==> config.mk <==
export PLATFORM = sky130hd
export DESIGN_NAME = execute_multicycle_sequencer_flat
export DESIGN_NICKNAME = d
export VERILOG_FILES = /design/src/rtl/execute_multicycle_sequencer_pkg.sv /design/src/rtl/execute_multicycle_sequencer_if.sv /design/src/rtl/execute_multicycle_sequencer_onehot_mux.sv /design/src/rtl/execute_multicycle_sequencer.sv /design/src/flat_wrapper.sv
export SDC_FILE = /design/constraint.sdc
export NUM_CORES = 1
export LEC_CHECK = 0
export ABC_AREA = 1
export CORE_ASPECT_RATIO = 1.75
export CORE_MARGIN = 10
export CORE_UTILIZATION = 39
export DETAILED_ROUTE_END_ITERATION = 6
export HOLD_SLACK_MARGIN = 0.1
export PLACE_DENSITY = 0.73
export SYNTH_ARGS = -nofsm -noshare
export SYNTH_HDL_FRONTEND = slang
export SYNTH_SLANG_ARGS = --single-unit
==> constraint.sdc <==
create_clock -name clock -period 3.78 [get_ports clock]
set_input_delay 0.756 -clock clock [delete_from_list [all_inputs] [get_ports clock]]
set_output_delay 0.756 -clock clock [all_outputs]
set_load 0.01 [all_outputs]
==> src/rtl/execute_multicycle_sequencer_pkg.sv <==
`default_nettype none
// ============================================================================
// Module      : execute_multicycle_sequencer_pkg
// Description : Shared state type and sizing helper for the multi-cycle
//               execute sequencer.
// Revision    : 1.0 - initial release
// ============================================================================
package execute_multicycle_sequencer_pkg;

    typedef enum logic [1:0] {
        MC_IDLE  = 2'd0,
        MC_WAIT  = 2'd1,
        MC_DONE  = 2'd2,
        MC_DRAIN = 2'd3
    } mc_state_type;

    // A disabled watchdog still keeps a 1-bit saturating counter.
    function automatic int mc_cnt_width(input int timeout);
        return (timeout > 0) ? $clog2(timeout + 1) : 1;
    endfunction

endpackage

`default_nettype wire

==> src/rtl/execute_multicycle_sequencer_if.sv <==
`default_nettype none
// ============================================================================
// Module      : execute_multicycle_sequencer_if
// Description : Request, unit and result signals of the multi-cycle sequencer.
// Revision    : 1.0 - initial release
// ============================================================================
interface execute_multicycle_sequencer_if #(
    parameter int NUM_UNITS = 4,
    parameter int XLEN      = 32,
    parameter int OPW       = 8,
    parameter int FLAGW     = 5
);
    localparam int c_IDX_W = $clog2(NUM_UNITS) + 1;

    logic                       req_valid;
    logic [c_IDX_W-1:0]         req_unit;
    logic [XLEN-1:0]            req_data1;
    logic [XLEN-1:0]            req_data2;
    logic [XLEN-1:0]            req_data3;
    logic [OPW-1:0]             req_op;
    logic                       clear;
    logic                       hold;
    logic [NUM_UNITS-1:0]       unit_enable;
    logic [XLEN-1:0]            unit_data1;
    logic [XLEN-1:0]            unit_data2;
    logic [XLEN-1:0]            unit_data3;
    logic [OPW-1:0]             unit_op;
    logic [NUM_UNITS-1:0]       unit_ready;
    logic [NUM_UNITS*XLEN-1:0]  unit_result;
    logic [NUM_UNITS*FLAGW-1:0] unit_flags;
    logic                       stall;
    logic                       res_valid;
    logic [XLEN-1:0]            res_data;
    logic [FLAGW-1:0]           res_flags;
    logic                       res_error;
    logic                       busy;

    modport master (
        output req_valid, req_unit, req_data1, req_data2, req_data3, req_op,
        output clear, hold, unit_ready, unit_result, unit_flags,
        input  unit_enable, unit_data1, unit_data2, unit_data3, unit_op,
        input  stall, res_valid, res_data, res_flags, res_error, busy
    );

    modport slave (
        input  req_valid, req_unit, req_data1, req_data2, req_data3, req_op,
        input  clear, hold, unit_ready, unit_result, unit_flags,
        output unit_enable, unit_data1, unit_data2, unit_data3, unit_op,
        output stall, res_valid, res_data, res_flags, res_error, busy
    );

endinterface

`default_nettype wire

==> src/rtl/execute_multicycle_sequencer_onehot_mux.sv <==
`default_nettype none
// ============================================================================
// Module      : mc_onehot_mux
// Description : AND-OR selection of one W-bit slice by a one-hot select.
// Revision    : 1.0 - initial release
// ============================================================================
module mc_onehot_mux #(
    parameter int NUM_UNITS = 4,
    parameter int W         = 37
) (
    input  wire logic [NUM_UNITS-1:0]   i_sel,
    input  wire logic [NUM_UNITS*W-1:0] i_data,
    output logic      [W-1:0]           o_data
);

    // An all-zero select yields zero, which the sequencer never captures.
    always_comb begin
        o_data = '0;
        for (int k = 0; k < NUM_UNITS; k++) begin
            if (i_sel[k]) begin
                o_data = o_data | i_data[k*W +: W];
            end
        end
    end

endmodule

`default_nettype wire

==> src/rtl/execute_multicycle_sequencer.sv <==
`default_nettype none
// ============================================================================
// Module      : execute_multicycle_sequencer
// Description : Single FSM driving enable/operand hold, result capture,
//               flush drain and watchdog for NUM_UNITS multi-cycle units.
// Revision    : 1.0 - initial release
// ============================================================================
module execute_multicycle_sequencer
    import execute_multicycle_sequencer_pkg::*;
#(
    parameter int NUM_UNITS = 4,
    parameter int XLEN      = 32,
    parameter int OPW       = 8,
    parameter int FLAGW     = 5,
    parameter int TIMEOUT   = 64
) (
    input  wire logic                     clock,
    input  wire logic                     reset,
    execute_multicycle_sequencer_if.slave bus
);

    localparam int c_IDX_W = $clog2(NUM_UNITS) + 1;
    localparam int c_CNT_W = mc_cnt_width(TIMEOUT);
    localparam int c_MUX_W = XLEN + FLAGW;
    localparam logic [c_CNT_W-1:0] c_CNT_LAST = c_CNT_W'((TIMEOUT > 0) ? TIMEOUT - 1 : 0);

    typedef struct packed {
        logic [c_IDX_W-1:0] unit;
        logic [XLEN-1:0]    data1;
        logic [XLEN-1:0]    data2;
        logic [XLEN-1:0]    data3;
        logic [OPW-1:0]     op;
    } mc_req_type;

    typedef struct packed {
        mc_state_type         state;
        logic [NUM_UNITS-1:0] sel;
        logic [NUM_UNITS-1:0] enable;
        logic [XLEN-1:0]      data1;
        logic [XLEN-1:0]      data2;
        logic [XLEN-1:0]      data3;
        logic [OPW-1:0]       op;
        logic [c_CNT_W-1:0]   cnt;
        logic                 res_valid;
        logic                 res_error;
        logic [XLEN-1:0]      res_data;
        logic [FLAGW-1:0]     res_flags;
    } mc_reg_type;

    localparam mc_reg_type c_INIT_MC_REG = '{state: MC_IDLE, default: '0};

    mc_reg_type                 r_mc;
    mc_reg_type                 w_mc;
    mc_req_type                 w_req;
    logic [NUM_UNITS-1:0]       w_onehot;
    logic                       w_unit_ok;
    logic                       w_ready;
    logic                       w_timeout;
    logic [c_CNT_W-1:0]         w_cnt_inc;
    logic [NUM_UNITS*c_MUX_W-1:0] w_mux_in;
    logic [c_MUX_W-1:0]         w_mux_out;

    assign w_req = '{unit:  bus.req_unit,
                     data1: bus.req_data1,
                     data2: bus.req_data2,
                     data3: bus.req_data3,
                     op:    bus.req_op};

    always_comb begin
        w_onehot = '0;
        for (int k = 0; k < NUM_UNITS; k++) begin
            w_onehot[k] = (w_req.unit == c_IDX_W'(k));
        end
    end

    assign w_unit_ok = (w_req.unit < c_IDX_W'(NUM_UNITS));
    assign w_ready   = |(bus.unit_ready & r_mc.sel);
    assign w_timeout = (TIMEOUT != 0) && (r_mc.cnt == c_CNT_LAST);
    assign w_cnt_inc = (&r_mc.cnt) ? r_mc.cnt : r_mc.cnt + 1'b1;

    for (genvar k = 0; k < NUM_UNITS; k++) begin : g_pack
        assign w_mux_in[k*c_MUX_W +: c_MUX_W] = {bus.unit_result[k*XLEN +: XLEN],
                                                 bus.unit_flags[k*FLAGW +: FLAGW]};
    end

    mc_onehot_mux #(
        .NUM_UNITS (NUM_UNITS),
        .W         (c_MUX_W)
    ) u_result_mux (
        .i_sel  (r_mc.sel),
        .i_data (w_mux_in),
        .o_data (w_mux_out)
    );

    always_comb begin
        w_mc = r_mc;
        case (r_mc.state)
            MC_IDLE: begin
                if (bus.req_valid && !bus.clear) begin
                    if (w_unit_ok) begin
                        w_mc.state  = MC_WAIT;
                        w_mc.sel    = w_onehot;
                        w_mc.enable = w_onehot;
                        w_mc.data1  = w_req.data1;
                        w_mc.data2  = w_req.data2;
                        w_mc.data3  = w_req.data3;
                        w_mc.op     = w_req.op;
                        w_mc.cnt    = '0;
                    end else begin
                        w_mc.state     = MC_DONE;
                        w_mc.sel       = '0;
                        w_mc.res_valid = 1'b1;
                        w_mc.res_error = 1'b1;
                        w_mc.res_data  = '0;
                        w_mc.res_flags = '0;
                    end
                end
            end
            MC_WAIT: begin
                w_mc.cnt = w_cnt_inc;
                // A flush wins over both completion and the watchdog.
                if (bus.clear) begin
                    w_mc.enable = '0;
                    w_mc.cnt    = '0;
                    w_mc.state  = w_ready ? MC_IDLE : MC_DRAIN;
                end else if (w_ready) begin
                    w_mc.enable    = '0;
                    w_mc.state     = MC_DONE;
                    w_mc.res_valid = 1'b1;
                    w_mc.res_error = 1'b0;
                    {w_mc.res_data, w_mc.res_flags} = w_mux_out;
                end else if (w_timeout) begin
                    w_mc.enable    = '0;
                    w_mc.state     = MC_DONE;
                    w_mc.res_valid = 1'b1;
                    w_mc.res_error = 1'b1;
                    w_mc.res_data  = '0;
                    w_mc.res_flags = '0;
                end
            end
            MC_DONE: begin
                if (!bus.hold || bus.clear) begin
                    w_mc.state     = MC_IDLE;
                    w_mc.res_valid = 1'b0;
                    w_mc.res_error = 1'b0;
                    w_mc.res_data  = '0;
                    w_mc.res_flags = '0;
                end
            end
            MC_DRAIN: begin
                w_mc.cnt = w_cnt_inc;
                if (w_ready || w_timeout) begin
                    w_mc.state = MC_IDLE;
                end
            end
            default: begin
                w_mc = c_INIT_MC_REG;
            end
        endcase
    end

    always_ff @(posedge clock or negedge reset) begin
        if (!reset) begin
            r_mc <= c_INIT_MC_REG;
        end else begin
            r_mc <= w_mc;
        end
    end

    // Gated by reset so every output reads zero while reset is held.
    assign bus.stall = reset & (((r_mc.state == MC_IDLE) & bus.req_valid & ~bus.clear) |
                                (r_mc.state == MC_WAIT) |
                                ((r_mc.state == MC_DRAIN) & bus.req_valid));

    assign bus.unit_enable = r_mc.enable;
    assign bus.unit_data1  = r_mc.data1;
    assign bus.unit_data2  = r_mc.data2;
    assign bus.unit_data3  = r_mc.data3;
    assign bus.unit_op     = r_mc.op;
    assign bus.res_valid   = r_mc.res_valid;
    assign bus.res_error   = r_mc.res_error;
    assign bus.res_data    = r_mc.res_data;
    assign bus.res_flags   = r_mc.res_flags;
    assign bus.busy        = (r_mc.state != MC_IDLE);

endmodule

`default_nettype wire

==> src/flat_wrapper.sv <==
// flat-port wrapper written by rule: the top's interface ports become plain ports
module execute_multicycle_sequencer_flat import execute_multicycle_sequencer_pkg::*;
#(
    parameter int NUM_UNITS = 4,
    parameter int XLEN      = 32,
    parameter int OPW       = 8,
    parameter int FLAGW     = 5,
    parameter int TIMEOUT   = 64
)
  (clock, reset, bus_req_valid, bus_req_unit, bus_req_data1, bus_req_data2, bus_req_data3, bus_req_op, bus_clear, bus_hold, bus_unit_ready, bus_unit_result, bus_unit_flags, bus_unit_enable, bus_unit_data1, bus_unit_data2, bus_unit_data3, bus_unit_op, bus_stall, bus_res_valid, bus_res_data, bus_res_flags, bus_res_error, bus_busy);
  execute_multicycle_sequencer_if #(.NUM_UNITS(NUM_UNITS), .XLEN(XLEN), .OPW(OPW), .FLAGW(FLAGW)) bus_i ();
  input  wire logic clock;
  input  wire logic reset;
  input wire logic [$bits(bus_i.req_valid)-1:0] bus_req_valid;
  input wire logic [$bits(bus_i.req_unit)-1:0] bus_req_unit;
  input wire logic [$bits(bus_i.req_data1)-1:0] bus_req_data1;
  input wire logic [$bits(bus_i.req_data2)-1:0] bus_req_data2;
  input wire logic [$bits(bus_i.req_data3)-1:0] bus_req_data3;
  input wire logic [$bits(bus_i.req_op)-1:0] bus_req_op;
  input wire logic [$bits(bus_i.clear)-1:0] bus_clear;
  input wire logic [$bits(bus_i.hold)-1:0] bus_hold;
  input wire logic [$bits(bus_i.unit_ready)-1:0] bus_unit_ready;
  input wire logic [$bits(bus_i.unit_result)-1:0] bus_unit_result;
  input wire logic [$bits(bus_i.unit_flags)-1:0] bus_unit_flags;
  output wire logic [$bits(bus_i.unit_enable)-1:0] bus_unit_enable;
  output wire logic [$bits(bus_i.unit_data1)-1:0] bus_unit_data1;
  output wire logic [$bits(bus_i.unit_data2)-1:0] bus_unit_data2;
  output wire logic [$bits(bus_i.unit_data3)-1:0] bus_unit_data3;
  output wire logic [$bits(bus_i.unit_op)-1:0] bus_unit_op;
  output wire logic [$bits(bus_i.stall)-1:0] bus_stall;
  output wire logic [$bits(bus_i.res_valid)-1:0] bus_res_valid;
  output wire logic [$bits(bus_i.res_data)-1:0] bus_res_data;
  output wire logic [$bits(bus_i.res_flags)-1:0] bus_res_flags;
  output wire logic [$bits(bus_i.res_error)-1:0] bus_res_error;
  output wire logic [$bits(bus_i.busy)-1:0] bus_busy;
  assign bus_i.req_valid = bus_req_valid;
  assign bus_i.req_unit = bus_req_unit;
  assign bus_i.req_data1 = bus_req_data1;
  assign bus_i.req_data2 = bus_req_data2;
  assign bus_i.req_data3 = bus_req_data3;
  assign bus_i.req_op = bus_req_op;
  assign bus_i.clear = bus_clear;
  assign bus_i.hold = bus_hold;
  assign bus_i.unit_ready = bus_unit_ready;
  assign bus_i.unit_result = bus_unit_result;
  assign bus_i.unit_flags = bus_unit_flags;
  assign bus_unit_enable = bus_i.unit_enable;
  assign bus_unit_data1 = bus_i.unit_data1;
  assign bus_unit_data2 = bus_i.unit_data2;
  assign bus_unit_data3 = bus_i.unit_data3;
  assign bus_unit_op = bus_i.unit_op;
  assign bus_stall = bus_i.stall;
  assign bus_res_valid = bus_i.res_valid;
  assign bus_res_data = bus_i.res_data;
  assign bus_res_flags = bus_i.res_flags;
  assign bus_res_error = bus_i.res_error;
  assign bus_busy = bus_i.busy;
  execute_multicycle_sequencer #(.NUM_UNITS(NUM_UNITS), .XLEN(XLEN), .OPW(OPW), .FLAGW(FLAGW), .TIMEOUT(TIMEOUT)) u_core (.clock(clock), .reset(reset), .bus(bus_i));
endmodule
==> results of run 1 <==
[worst max-delay path: stages]
cell and delay [ns]:
clkdlybuf4s50_1 0.64, nor2_8 0.28, o21a_1 0.13, clkdlybuf4s50_1 0.54
[layout make-up]
class / instances / area, um^2 / area share
diodes: 6 / 15.0 / 0.00119
repair buffers: 425 / 4250 / 0.336
well taps: 296 / 370 / 0.0293
clock inverters: 11 / 129 / 0.0102
multi-input cells: 560 / 3350 / 0.265
inverters: 17 / 63.8 / 0.00505
clock buffers: 21 / 450 / 0.0357
flip-flops and latches: 160 / 4000 / 0.317
[per-stage QoR]
step | setup WS [ns] | utilization
CTS | 0.662 | 0.572
finish | 0.672 | 0.572
global route | 0.563 | 0.572
global placement | 0.672 | 0.545
detailed placement | 0.672 | 0.545
floorplan | 1.77 | -
[logic make-up after synthesis]
kind of cell	Yosys count	synth area share
buffers and inverters	206	0.161
flip-flops	160	0.457
multiplexers	105	0.148
XOR/XNOR	2	0.00200
adder cells (fa/ha/maj)	6	0.00858
AO/OA/AOI/OAI	59	0.0350
AND/OR/NAND/NOR	388	0.189
[Yosys cell counts (4+ instances only)]
| master | number |
|---|---|
| nand3_1 | 92 |
| o21ai_1 | 4 |
| buf_6 | 6 |
| nand4_1 | 4 |
| dfrtp_1 | 160 |
| mux2_4 | 29 |
| ha_1 | 6 |
| nor2_1 | 52 |
| inv_1 | 17 |
| nand3b_1 | 4 |
| a21oi_1 | 45 |
| buf_2 | 16 |
| o21ai_0 | 6 |
| clkbuf_1 | 9 |
| mux2_2 | 76 |
| buf_4 | 151 |
| buf_1 | 7 |
| nand2_1 | 227 |
[per-layer routing]
metal	part of all wire	vias to the layer above	track usage
met2	0.52	277	0.353
met1	0.37	3364	0.217
met5	0.00059	-	0
met3	0.070	43	0.0604
li1	-	3395	-
met4	0.033	2	0.0889
[state kept, by name, indices dropped and copies added, names as in the netlist]
| signal | flops |
|---|---|
| u_core.bus.res_data | 32 |
| u_core.r_mc | 13 |
| u_core.bus.res_error | 1 |
| u_core.bus.unit_op | 8 |
| u_core.bus.unit_data1 | 32 |
| u_core.bus.res_valid | 1 |
| u_core.bus.unit_enable | 4 |
| u_core.bus.res_flags | 5 |
| u_core.bus.unit_data3 | 32 |
| u_core.bus.unit_data2 | 32 |
[worst max path at each step]
stage	end	from	slack [ns]	cells after the start
finish	bus_stall	bus_clear	0.67	4
global route	bus_stall	u_core.r_mc[159]	0.56	6
CTS	bus_stall	bus_clear	0.66	4
detailed placement	bus_stall	bus_clear	0.67	4
global placement	bus_stall	bus_clear	0.67	4
floorplan	bus_stall	bus_clear	1.77	3
[power groups by stage]
stage	registers [mW]	logic [mW]	clock network (mW)
detailed placement	2.74	4.00	0
global route	2.80	4.22	1.84
global placement	2.70	3.96	0
CTS	2.72	4.02	1.75
floorplan	2.64	2.76	0
finish	2.71	3.96	1.71
==> results.yml, run 1 <==
power_and_ir_drop:
  power.total_mw: 8.38
  switching_share: 0.347
  p_seq_frac: 0.324
  switching_power_mw: 2.91
  p_int_mw: 5.47
  ir_worst_vdd_mv: 0.422
  clkPwrFrac: 0.204
  powerDensity_nw_per_um2: 663
  comb_power_share: 0.472
  power_leakage_nw: 5.72
setup_path:
  critical_path_class: "in2out"
  startpoint_type: "input port"
  worstPathMaxFanout: 9
  r2r_start: "u_core.r_mc[158]"
  regToRegSetupSlack_ns: 1.56
  crit_required_ns: 3.02
  endpoint_kind: "output pin"
  cp.arrival_ns: 2.35
  r2r_end: "u_core.bus.unit_data2[13]"
  reg2reg_depth: 7
floorplanning:
  die-width_um: 133
  rows: 72
  die_h_um: 218
  start_util: 0.397
  core_um2: 22100
  num_io_pins: 413
  dieArea_um2: 29100
synth:
  synth_cells: 926
  synthFlopType: "dfrtp_1"
  synth_seq_area_share: 0.457
  synthesis.nets: 1196
  synth-seq-cells: 160
  synthesis.area_um2: 8750
  async_flop_share: 1.00
  synthTopCellsByArea: "dfrtp_1 46%, buf_4 13%, mux2_2 9.8%, nand2_1 9.7%, nand3_1 5.3%"
  synth_top_area_share: 0.457
  synth-edff-count: 0
  yosysTopAreaCell: "dfrtp_1"
  synth_cell_types: 29
  syn-mean-instance-area_um2: 9.45
  ys_warn_count: 0
cells_and_area:
  nNetsFinal: 1451
  final_area_um2: 12600
  fill_cells: 1950
  final_cell_mix: "411 x clkdlybuf4s50_1, 227 x nand2_1, 160 x dfrtp_1"
  final_common_cell: "clkdlybuf4s50_1"
  syn2layout_area_growth_pct: 44.3
  final_layout_size_suffix_gt1_frac: 0.131
  stdcell_count: 1496
timing:
  worst_pin_slew_ns: 0.845
  rsz0062_at_grt: "false"
  maxSlewViolCount: 0
  hold_viol: 0
  setup_violations: 0
  period_share: 0.822
  max_freq_ghz: 0.322
  finClkSkew_ns: 0.0114
  fin_crit_ns: 3.11
  slew_headroom: 0.437
  tns_ns: 0
  hold_slack_ns: 0.213
placement:
  portBuffers: 412
  gp_congestion: 0.856
  placed_area_um2: 12000
  dp.cells: 1458
  place_hpwl_um: 23900
drt:
  final_antenna_net_count: 0
  drc: 0
  vias: 7081
  first_iter_violations: 347
  drtPass1Iterations: 5
  drt-total-wl_um: 30400
  wl_per_cell_um: 20.3
  viasPerCell: 4.73
clocking:
  cts_buffer_depth: 2
  cts_buffers: 17
  cts_tree: "yes"
  clock_latency_ns: 0.42
  cts_root_buffer: "clkbuf_16"
  cts_hold_buf: 0
  post_cts_buffers: 0
  htree_num_levels: 4
  cts_resized: 0
  numClockSinks: 160
  path_clk_slew_ns: 0.07
global_routing:
  grt_pass1_wl_um: 45200
  grt_overflow: 0
  grt_max_degree: 69
  grt_pass1_vias: 7454
  antenna_found_initial: 7
  grtUsageTotal: 0.201
status:
  outcome: "finished, final reports clean"
worst_hold_path:
  holdCritPathClass: "in2async"
job:
  cap_violations: 0
Power figures use the tool's default switching activity.
==> inputs of run 2 (changes only) <==
==> constraint.sdc (replaced) <==
create_clock -name clock -period 3.05 [get_ports clock]
set_input_delay 0.61 -clock clock [delete_from_list [all_inputs] [get_ports clock]]
set_output_delay 0.61 -clock clock [all_outputs]
set_load 0.01 [all_outputs]
==> results.yml, run 2 (synthesis gave the netlist of run 1 again) <==
placement:
  place_hpwl_um: 24000
  placed_area_um2: 12100
  portBuffers: 412
  gp_congestion: 0.903
cells_and_area:
  syn2layout_area_growth_pct: 45.1
  final_layout_size_suffix_gt1_frac: 0.137
  nNetsFinal: 1455
  final_common_cell: "clkdlybuf4s50_1"
  final_cell_mix: "411 x clkdlybuf4s50_1, 227 x nand2_1, 160 x dfrtp_1"
  final_area_um2: 12700
timing:
  period_share: 0.911
  worst_pin_slew_ns: 0.916
  tns_ns: 0
  slew_headroom: 0.389
  maxSlewViolCount: 0
  fin_crit_ns: 2.78
  finClkSkew_ns: 0.00732
  max_freq_ghz: 0.360
  hold_viol: 0
  rsz0062_at_grt: "false"
  setup_violations: 0
  hold_slack_ns: 0.314
global_routing:
  grt_max_degree: 161
  grt_pass1_wl_um: 44800
  antenna_found_initial: 4
  grtUsageTotal: 0.200
  grt_overflow: 0
  grt_pass1_vias: 7413
floorplanning:
  start_util: 0.397
  rows: 72
  core_um2: 22100
  die_h_um: 218
  num_io_pins: 413
  die-width_um: 133
  dieArea_um2: 29100
setup_path:
  startpoint_type: "flop"
  r2r_end: "u_core.bus.unit_data2[7]"
  worstPathMaxFanout: 9
  crit_required_ns: 2.44
  critical_path_class: "reg2out"
  r2r_start: "u_core.r_mc[158]"
  regToRegSetupSlack_ns: 0.87
  endpoint_kind: "output pin"
  cp.arrival_ns: 2.17
  reg2reg_depth: 8
clocking:
  cts_tree: "yes"
  htree_num_levels: 4
  cts_buffers: 17
  path_clk_slew_ns: 0.07
  numClockSinks: 160
  cts_buffer_depth: 2
  clock_latency_ns: 0.41
  cts_root_buffer: "clkbuf_16"
drt:
  viasPerCell: 4.76
  first_iter_violations: 478
  vias: 7130
  drt-total-wl_um: 30500
  final_antenna_net_count: 0
  drc: 0
  wl_per_cell_um: 20.4
  drtPass1Iterations: 7
worst_hold_path:
  holdCritPathClass: "in2async"
job:
  cap_violations: 0
status:
  outcome: "finished, final reports clean"
power_and_ir_drop:
  powerDensity_nw_per_um2: 825
  ir_worst_vdd_mv: 0.397
  power_leakage_nw: 5.76
## run 2: changes by cell type in the layout (fill, tap and decap cells not counted), sizes merged
| cell | change |
|---|---|
| buf | +4 |
| diode | -3 |
| clkinvlp | -1 |
| clkbuf | -1 |
| inv | +2 |
## run 2: repair_timing
item / CTS / global route
endpoints found under the setup margin: 0 / 1
setup buffers: 0 / 0
hold buffers: 0 / 0
resized for setup: 0 / 1
## run 2: power breakdown
part	internal (mW)	switching (mW)
Sequential	2.92	0.446
Combinational	2.64	2.27
Clock	1.29	0.901
## run 2: through the flow
step                instances  power, mW  setup slack [ns]  utilization
floorplan                 926       6.69              1.27            -
global placement         1462       8.28             0.484        0.547
detailed placement       1462       8.37             0.463        0.547
CTS                      1494       10.6             0.134        0.575
global route             1494       11.1             0.133        0.575
finish                   1497       10.5             0.272        0.576
## run 2: worst max-delay path by stage
stage          slack [ns]  cells past startpoint   endpoint             start
4_1_cts              0.13                      6  bus_stall  u_core.r_mc[159]
2_1_floorplan        1.27                      6  bus_stall  u_core.r_mc[159]
6_report             0.27                      6  bus_stall  u_core.r_mc[159]
5_1_grt              0.13                      6  bus_stall  u_core.r_mc[159]
3_5_place_dp         0.46                      5  bus_stall     bus_req_valid
3_3_place_gp         0.48                      5  bus_stall     bus_req_valid
## run 2: routing by layer
| metal | global-route usage | share of wire | vias to the layer above |
|---|---|---|---|
| met5 | 0 | 0.00059 | - |
| met4 | 0.0714 | 0.025 | 2 |
| met3 | 0.0565 | 0.069 | 35 |
| met2 | 0.359 | 0.54 | 290 |
| met1 | 0.218 | 0.37 | 3393 |
| li1 | - | - | 3410 |
## run 2: layout make-up
class                   instances  area, um^2
diodes                          3        7.51
clock buffers                  20         467
clock inverters                12         145
fillers                      1963        9370
inverters                      17        63.8
multi-input cells             560        3350
flip-flops and latches        160        4000
well taps                     296         370
repair buffers                429        4290
## run 2: worst max-delay path: stages (launching register included)
cell	delay, ns
dfrtp_1	0.42
inv_1	0.12
ha_2	0.29
inv_1	0.17
nand2_1	0.10
o21a_1	0.12
clkdlybuf4s50_1	0.55
==> inputs of run 3 (changes only) <==
--- a/config.mk
+++ b/config.mk
@@ -9,6 +9,7 @@
 export CORE_ASPECT_RATIO = 1.75
 export CORE_MARGIN = 10
 export CORE_UTILIZATION = 39
+export CTS_CLUSTER_DIAMETER = 200
 export DETAILED_ROUTE_END_ITERATION = 6
 export HOLD_SLACK_MARGIN = 0.1
 export PLACE_DENSITY = 0.73
==> results of run 3 <==
No change in the layout: final DEF, timing and power equal those of run 2.
